===== src/rtl/mem_port_arbiter.sv =====
// Arbitrates two requesters onto one single-port memory, round-robin with bounded bursts.
// Latency: grant is combinational in the request cycle; read data returns RD_LATENCY cycles later.
// Backpressure: a requester holds req until gnt; a losing requester waits at most MAX_BURST cycles.
module mem_port_arbiter #(
  parameter int ADDR_W     = 32,
  parameter int DATA_W     = 32,
  parameter int RD_LATENCY = 1,
  parameter int MAX_BURST  = 4
) (
  input  logic              clk,
  input  logic              reset,
  input  logic              req0,
  input  logic              we0,
  input  logic [ADDR_W-1:0] addr0,
  input  logic [DATA_W-1:0] wd0,
  output logic              gnt0,
  output logic              rvalid0,
  output logic [DATA_W-1:0] rdata0,
  input  logic              req1,
  input  logic              we1,
  input  logic [ADDR_W-1:0] addr1,
  input  logic [DATA_W-1:0] wd1,
  output logic              gnt1,
  output logic              rvalid1,
  output logic [DATA_W-1:0] rdata1,
  output logic              mem_en,
  output logic              mem_we,
  output logic [ADDR_W-1:0] mem_addr,
  output logic [DATA_W-1:0] mem_wd,
  input  logic [DATA_W-1:0] mem_rd
);

  localparam int CW = $clog2(MAX_BURST + 1);

  typedef enum logic [1:0] {IDLE, OWN0, OWN1} state_t;

  state_t                state_q, state_d;
  logic                  prio_q, prio_d;
  logic [CW-1:0]         burst_q, burst_d;
  logic [CW-1:0]         burst_inc;
  // Return pipe: per stage a valid bit and the issuing port id (0/1).
  logic [RD_LATENCY-1:0] pv_q, pv_d;
  logic [RD_LATENCY-1:0] pid_q, pid_d;

  // State register: owner FSM, tie-break priority, burst counter, read-return pipe.
  always_ff @(posedge clk) begin
    if (reset) begin
      state_q <= IDLE;
      prio_q  <= 1'b0;
      burst_q <= '0;
      pv_q    <= '0;
      pid_q   <= '0;
    end else begin
      state_q <= state_d;
      prio_q  <= prio_d;
      burst_q <= burst_d;
      pv_q    <= pv_d;
      pid_q   <= pid_d;
    end
  end

  // Saturating increment so a lone requester cannot wrap the counter back below the limit.
  assign burst_inc = (burst_q == CW'(MAX_BURST)) ? burst_q : burst_q + CW'(1);

  // Next-state: ownership follows the grant; losing port gets the next tie from IDLE.
  always_comb begin
    state_d = IDLE;
    burst_d = '0;
    prio_d  = prio_q;
    if (gnt0) begin
      state_d = OWN0;
      prio_d  = 1'b1;
      burst_d = (state_q == OWN0) ? burst_inc : CW'(1);
    end else if (gnt1) begin
      state_d = OWN1;
      prio_d  = 1'b0;
      burst_d = (state_q == OWN1) ? burst_inc : CW'(1);
    end
  end

  // Output decode: grant selection; contention resolved by owner burst limit or prio from IDLE.
  always_comb begin
    gnt0 = 1'b0;
    gnt1 = 1'b0;
    if (!reset) begin
      if (req0 && req1) begin
        case (state_q)
          OWN0: begin
            if (burst_q < CW'(MAX_BURST)) gnt0 = 1'b1;
            else                          gnt1 = 1'b1;
          end
          OWN1: begin
            if (burst_q < CW'(MAX_BURST)) gnt1 = 1'b1;
            else                          gnt0 = 1'b1;
          end
          default: begin
            if (prio_q) gnt1 = 1'b1;
            else        gnt0 = 1'b1;
          end
        endcase
      end else begin
        gnt0 = req0;
        gnt1 = req1;
      end
    end
  end

  // Memory drive: port 0 fields are the default mux leg, which also covers the idle case.
  assign mem_en   = gnt0 | gnt1;
  assign mem_we   = gnt1 ? we1 : (gnt0 & we0);
  assign mem_addr = gnt1 ? addr1 : addr0;
  assign mem_wd   = gnt1 ? wd1 : wd0;

  // Return pipe shift: granted reads enter stage 0 tagged with the issuer, writes enter empty.
  always_comb begin
    pv_d     = '0;
    pid_d    = '0;
    pv_d[0]  = mem_en & ~mem_we;
    pid_d[0] = gnt1;
    for (int i = 1; i < RD_LATENCY; i++) begin
      pv_d[i]  = pv_q[i-1];
      pid_d[i] = pid_q[i-1];
    end
  end

  // Gate with reset so a read in flight when reset hits is never reported.
  assign rvalid0 = ~reset & pv_q[RD_LATENCY-1] & ~pid_q[RD_LATENCY-1];
  assign rvalid1 = ~reset & pv_q[RD_LATENCY-1] &  pid_q[RD_LATENCY-1];
  assign rdata0  = mem_rd;
  assign rdata1  = mem_rd;

endmodule


===== config.mk =====
export PLATFORM = sky130hd
export DESIGN_NAME = mem_port_arbiter
export DESIGN_NICKNAME = d
export VERILOG_FILES = /design/src/rtl/mem_port_arbiter.sv
export SDC_FILE = /design/constraint.sdc
export NUM_CORES = 1
export LEC_CHECK = 0
export CAP_MARGIN = 15
export CORE_AREA = 2 2 116 118
export CTS_BUF_LIST = sky130_fd_sc_hd__clkbuf_4
export DETAILED_ROUTE_END_ITERATION = 10
export DIE_AREA = 0 0 118 120
export PLACE_DENSITY_LB_ADDON = 0.12
export SYNTH_ARGS = -nofsm -noshare
export SYNTH_HDL_FRONTEND = slang
export SYNTH_SLANG_ARGS = --single-unit

===== constraint.sdc =====
create_clock -name clk -period 2.45 [get_ports clk]
set_input_delay 0.6125 -clock clk [delete_from_list [all_inputs] [get_ports clk]]
set_output_delay 0.6125 -clock clk [all_outputs]
set_load 0.005 [all_outputs]

# Word-level counts from Yosys, hierarchy flattened

Cells that the tools add are included.

Register bits after elaboration: 8
Input port bits: 166
Logic and storage cells: 45

Equal/unequal tests: 3
Multiplexer cells: 22
Reduce and logical (&&, ||, !) cells: 3
Bitwise operators: 9
$lt $le $gt $ge: 1
Add/subtract/negate cells: 1

Operators by type and width:

| kind                                                                   | count |
|---|---|
| 32-bit 2-to-1 mux                                                      | 2 |
| 3-bit 2-to-1 mux                                                       | 5 |
| 1-bit 2-to-1 mux                                                       | 12 |
| 1-bit bitwise AND                                                      | 5 |
| 1-bit case mux with 2 select lines                                     | 2 |
| 3-bit by 1-bit adder with 3-bit output (second input constant)         | 1 |
| 3-bit equality test (second input constant)                            | 1 |
| 3-bit less-than comparator (second input constant)                     | 1 |
| 1-bit NOT                                                              | 3 |
| 2-bit by 1-bit equality test with 1-bit output (second input constant) | 1 |
| 2-bit equality test (second input constant)                            | 1 |
| 2-bit 2-to-1 mux                                                       | 1 |
| 2-bit nonzero test                                                     | 1 |
| 2-bit OR reduction                                                     | 1 |
| 1-bit logical AND                                                      | 1 |
| 1-bit OR                                                               | 1 |

# Logic depth before layout (Yosys ltp)

Depth in word-level cells: 9
Mapped depth: 9
Mapped depth without buffers: 6

# Worst setup path after synthesis

No wires, ideal clock.

Path kind: reg-to-output
Start: register state_q[0]
End: output mem_wd[26]
Cell stages (with the launch flop): 9
Buffers on the path: 3
Required time: 1.837 ns
Setup slack: -0.103 ns
Data arrival time: 1.940 ns
Cell sequence: dfxtp_1 inv_1 ha_1 and3b_1 a2111o_1 buf_2 buf_6 buf_6 mux2_4

Word-level cells in the longest chain between the ends: 5

RTL lines:

| what                                                                                         | line | source |
|---|---|---|
| start: declaration                                                                           | 37   | `state_t state_q, state_d;` |
| start signal: assignment                                                                     | 54   | `state_q <= state_d;` |
| 2-bit equality test / 2-bit by 1-bit equality test with 1-bit output (equally long branches) | 87   | `case (state_q)` |
| 1-bit case mux with 2 select lines *                                                         | 87   |  |
| 1-bit 2-to-1 mux *                                                                           | 86   | `if (req0 && req1) begin` |
| 1-bit 2-to-1 mux *                                                                           | 85   | `if (!reset) begin` |
| 32-bit 2-to-1 mux *                                                                          | 112  | `assign mem_wd = gnt1 ? wd1 : wd0;` |
| end: declaration                                                                             | 29   | `output logic [DATA_W-1:0] mem_wd,` |

Every way passes the cells marked *; elsewhere a longest branch is shown, timed or not.

# Final worst setup path

Start: input req0
End: output mem_addr[20]

Word-level cells in the longest chain between the ends: 4

RTL lines:

| what               | line | source |
|---|---|---|
| start: declaration | 12   | `input logic req0,` |
| 1-bit logical AND  | 86   |  |
| 1-bit 2-to-1 mux   | 86   |  |
| 1-bit 2-to-1 mux   | 85   |  |
| 32-bit 2-to-1 mux  | 111  | `assign mem_addr = gnt1 ? addr1 : addr0;` |
| end: declaration   | 28   | `output logic [ADDR_W-1:0] mem_addr,` |

Every way passes these cells.

==> results_dict.tcl <==
set metrics [dict create \
    startpoint_type "input port" \
    fp.dieW_um 118 \
    powerDensity_mw_per_mm2 253 \
    drc 0 \
    synth_nets 367 \
    drv_cap 0 \
    failed_checks "setup timing" \
    crit_path_start "req0" \
    worstPathRequired_ns 1.84 \
    ys_warn_count 0 \
    peakVddDrop_mv 0.0867 \
    avgSynthCellArea_um2 9.07 \
    dp_hpwl_um 6430 \
    fin_crit_sh_pct 121 \
    slew_violations 0 \
    cp.buffers_inverters 6 \
    rows 42 \
    initial_core_util_pct 13.7 \
    cts_tree "built" \
    r2r-end "burst_q[0]" \
    fin_nets 543 \
    area_growth_pct 122 \
    clock-sinks 8 \
    setup_viol 68 \
    netlist_instances 196 \
    grt_use_total_pct 11.1 \
    hold_path_class "flop to flop" \
    path_class "input port to primary output" \
    post_dp_cell_area_mm2 0.00367 \
    grt_pass1_vias 2156 \
    drtIter0Drc 25 \
    overflow 0 \
    holdBufCountCts 0 \
    cts_buffer_depth 2 \
    core_mm2 0.0130 \
    timing.final.ws_setup_ns -0.517 \
    h-tree-depth 1 \
    routed_wl_um 8190 \
    timing.slew.headroom_pct 81.3 \
    fin_area_mm2 0.00395 \
    synth_ff_type "dfxtp_1" \
    synth.top_cell.area_share_pct 38.6 \
    synth_seq_area_share_pct 9.01 \
    path_delay_family "buffers and inverters" \
    netlist_top_cells_count "64 x buf_4, 61 x mux2_2, 10 x inv_1, 8 x dfxtp_1, 7 x nand2_1" \
    cp_slowest_cell "a2111o_2" \
    leakagePower_nw 1.75 \
    rsz0062_at_grt "true" \
    post_drt_wl_per_cell_um 15.0 \
    io_pins 300 \
    numCtsBuffers 3 \
    crit_chain "clkdlybuf4s15_1 -> nor2b_2 -> a2111o_2 -> buf_12 -> buf_12 -> buf_12 -> buf_16 -> mux2_2 -> buf_6" \
    post_synth_num_cell_types 29 \
    antenna_found_initial 0 \
    ys_async_sr_fraction_pct 0 \
    max_stage_delay_ns 0.44 \
    synth_most_common_cell "buf_4" \
    reg2regPathDepth 11 \
    period_minus_slack_ns 2.97 \
    clock_skew_ns 0.00470 \
    critPathCaptureType "primary output" \
    synth.top_cells.by_area "mux2_2 39%, buf_4 27%, dfxtp_1 9.0%" \
    cpMostUsedCell "buf_12" \
    critical_path_cell_count 9 \
    cp.arrival_ns 2.35 \
    root_buffer "clkbuf_4" \
    grt_pass1_wl_um 12200 \
    drive_gt1_share_pct 48.6 \
    drtAntennaViolNets 0 \
    vias 1996 \
    yosysTopAreaCell "mux2_2" \
    fin_util_pct 30.4 \
    clk_pin_slew_ns 0.05 \
    diodes 0 \
    reg2reg_setup_slack_ns 0.23 \
    crit-reg2reg-launch "state_q[1]" \
    dr.pass1.iters 4 \
    gp_congestion 0.715 \
    grt_max_degree 20 \
    syn_area_mm2 0.00178 \
    dieHeight_um 120 \
    critical_path.max_fanout 6 \
    synth-edff-count 0 \
    worstMarginPinSlew_ns 0.281 \
    num-fill-cells 1403 \
    io_buffers 203 \
    fmax_ghz 0.337 \
    clk_latency_ns 0.25 \
    cp-endpoint "mem_addr[20]" \
    synth-seq-cells 8 \
    die_area_mm2 0.0142 \
    hold_viol_final 0 \
    status "finished, violations left" \
    vias_per_cell 3.66 \
]
kinds of logic (layout without fill, tap and decap cells):
logic type	count (synthesis)	in the layout	synth area share [%]
flops	8	8	9.01
compound gates	11	11	5.28
simple gates	21	21	5.98
xor+xnor	1	1	0.493
buf+inv	83	257	32.3
mux	67	67	43.4
fa+ha+maj	5	5	3.52
worst min-delay path by stage:
stage / slack [ns] / depth (start not counted) / from / end
floorplan: 0.45 / 2 / prio_q / prio_q
global placement: 0.59 / 3 / burst_q[1] / burst_q[1]
detailed placement: 0.59 / 3 / burst_q[1] / burst_q[1]
CTS: 0.60 / 3 / burst_q[1] / burst_q[1]
global route: 0.67 / 3 / burst_q[1] / burst_q[1]
finish: 0.59 / 3 / burst_q[1] / burst_q[1]
layout by cell type, fill, tap and decap left out, drive strengths merged:
cell           Yosys  final
clkdlybuf4s50      0    132
buf               72     93
mux2              66     66
dlygate4sd2        0     15
inv               10     10
dfxtp              8      8
nand2              7      7
ha                 5      5
clkbuf             1      4
nor2               3      3
nand3              2      2
o21a               2      2
a21oi              2      2
nor2b              2      2
nor3               2      2
nor3b              2      2
clkdlybuf4s15      0      2
o311ai             1      1
nand2b             1      1
mux2i              1      1
and3b              1      1
a2111o             1      1
a211oi             1      1
a32o               1      1
and3               1      1
o21ai              1      1
o211a              1      1
o41ai              1      1
xnor2              1      1
dlymetal6s2s       0      1
sequential cells by signal, summed over array words and instances (netlist names):
register and flops:
state_q 2, burst_q 3, pid_q 1, prio_q 1, pv_q 1
area by class of cell:
type / count / area (um2) / share of cell area, %
Clock buffer: 3 / 22.5 / 0.570
Multi-Input combinational cell: 105 / 1130 / 28.7
Sequential cell: 8 / 165 / 4.18
Tap cell: 176 / 220 / 5.57
Inverter: 10 / 42.5 / 1.08
Timing Repair Buffer: 244 / 2370 / 59.9
power breakdown:
part	switching, mW	internal, mW	total (mW)
combinational	0.219	0.529	0.748
clock	0.0462	0.0562	0.102
sequential	0.00823	0.140	0.148
total	0.273	0.725	0.998
what timing repair did:
action	CTS	global route
pin swaps	5	0
setup endpoints to repair	70	70
resized for setup	268	35
setup buffers	10	10
cloned	6	0
per-stage QoR:
| stage | power [mW] | TNS (ns) | setup slack, ns | cells | hold slack (ns) |
|---|---|---|---|---|---|
| after floorplan | 0.451 | 0 | 0.00544 | 196 | 0.445 |
| after global placement | 0.842 | -57.95 | -0.919 | 522 | 0.591 |
| after detailed placement | 0.838 | -58.22 | -0.919 | 522 | 0.588 |
| after CTS | 0.980 | -28.93 | -0.534 | 541 | 0.597 |
| after global routing | 1.07 | -33.46 | -0.594 | 546 | 0.673 |
| final | 0.998 | -28.42 | -0.517 | 546 | 0.595 |
per-layer routing:
metal  global-route usage (%)  wire length [um]
met5                        0                 0
met1                     10.8              2680
met4                     1.20                45
met2                     21.2              4380
met3                     5.94              1080
worst register-to-register path, cell delays in order (launching register included):
cell	delay (ns)
dfxtp_4	0.38
inv_4	0.04
ha_4	0.15
buf_6	0.12
mux2_4	0.27
o311ai_2	0.25
buf_4	0.17
buf_6	0.09
nand2b_4	0.12
buf_4	0.10
buf_4	0.11
mux2_2	0.32
Power figures use the tool's default switching activity.
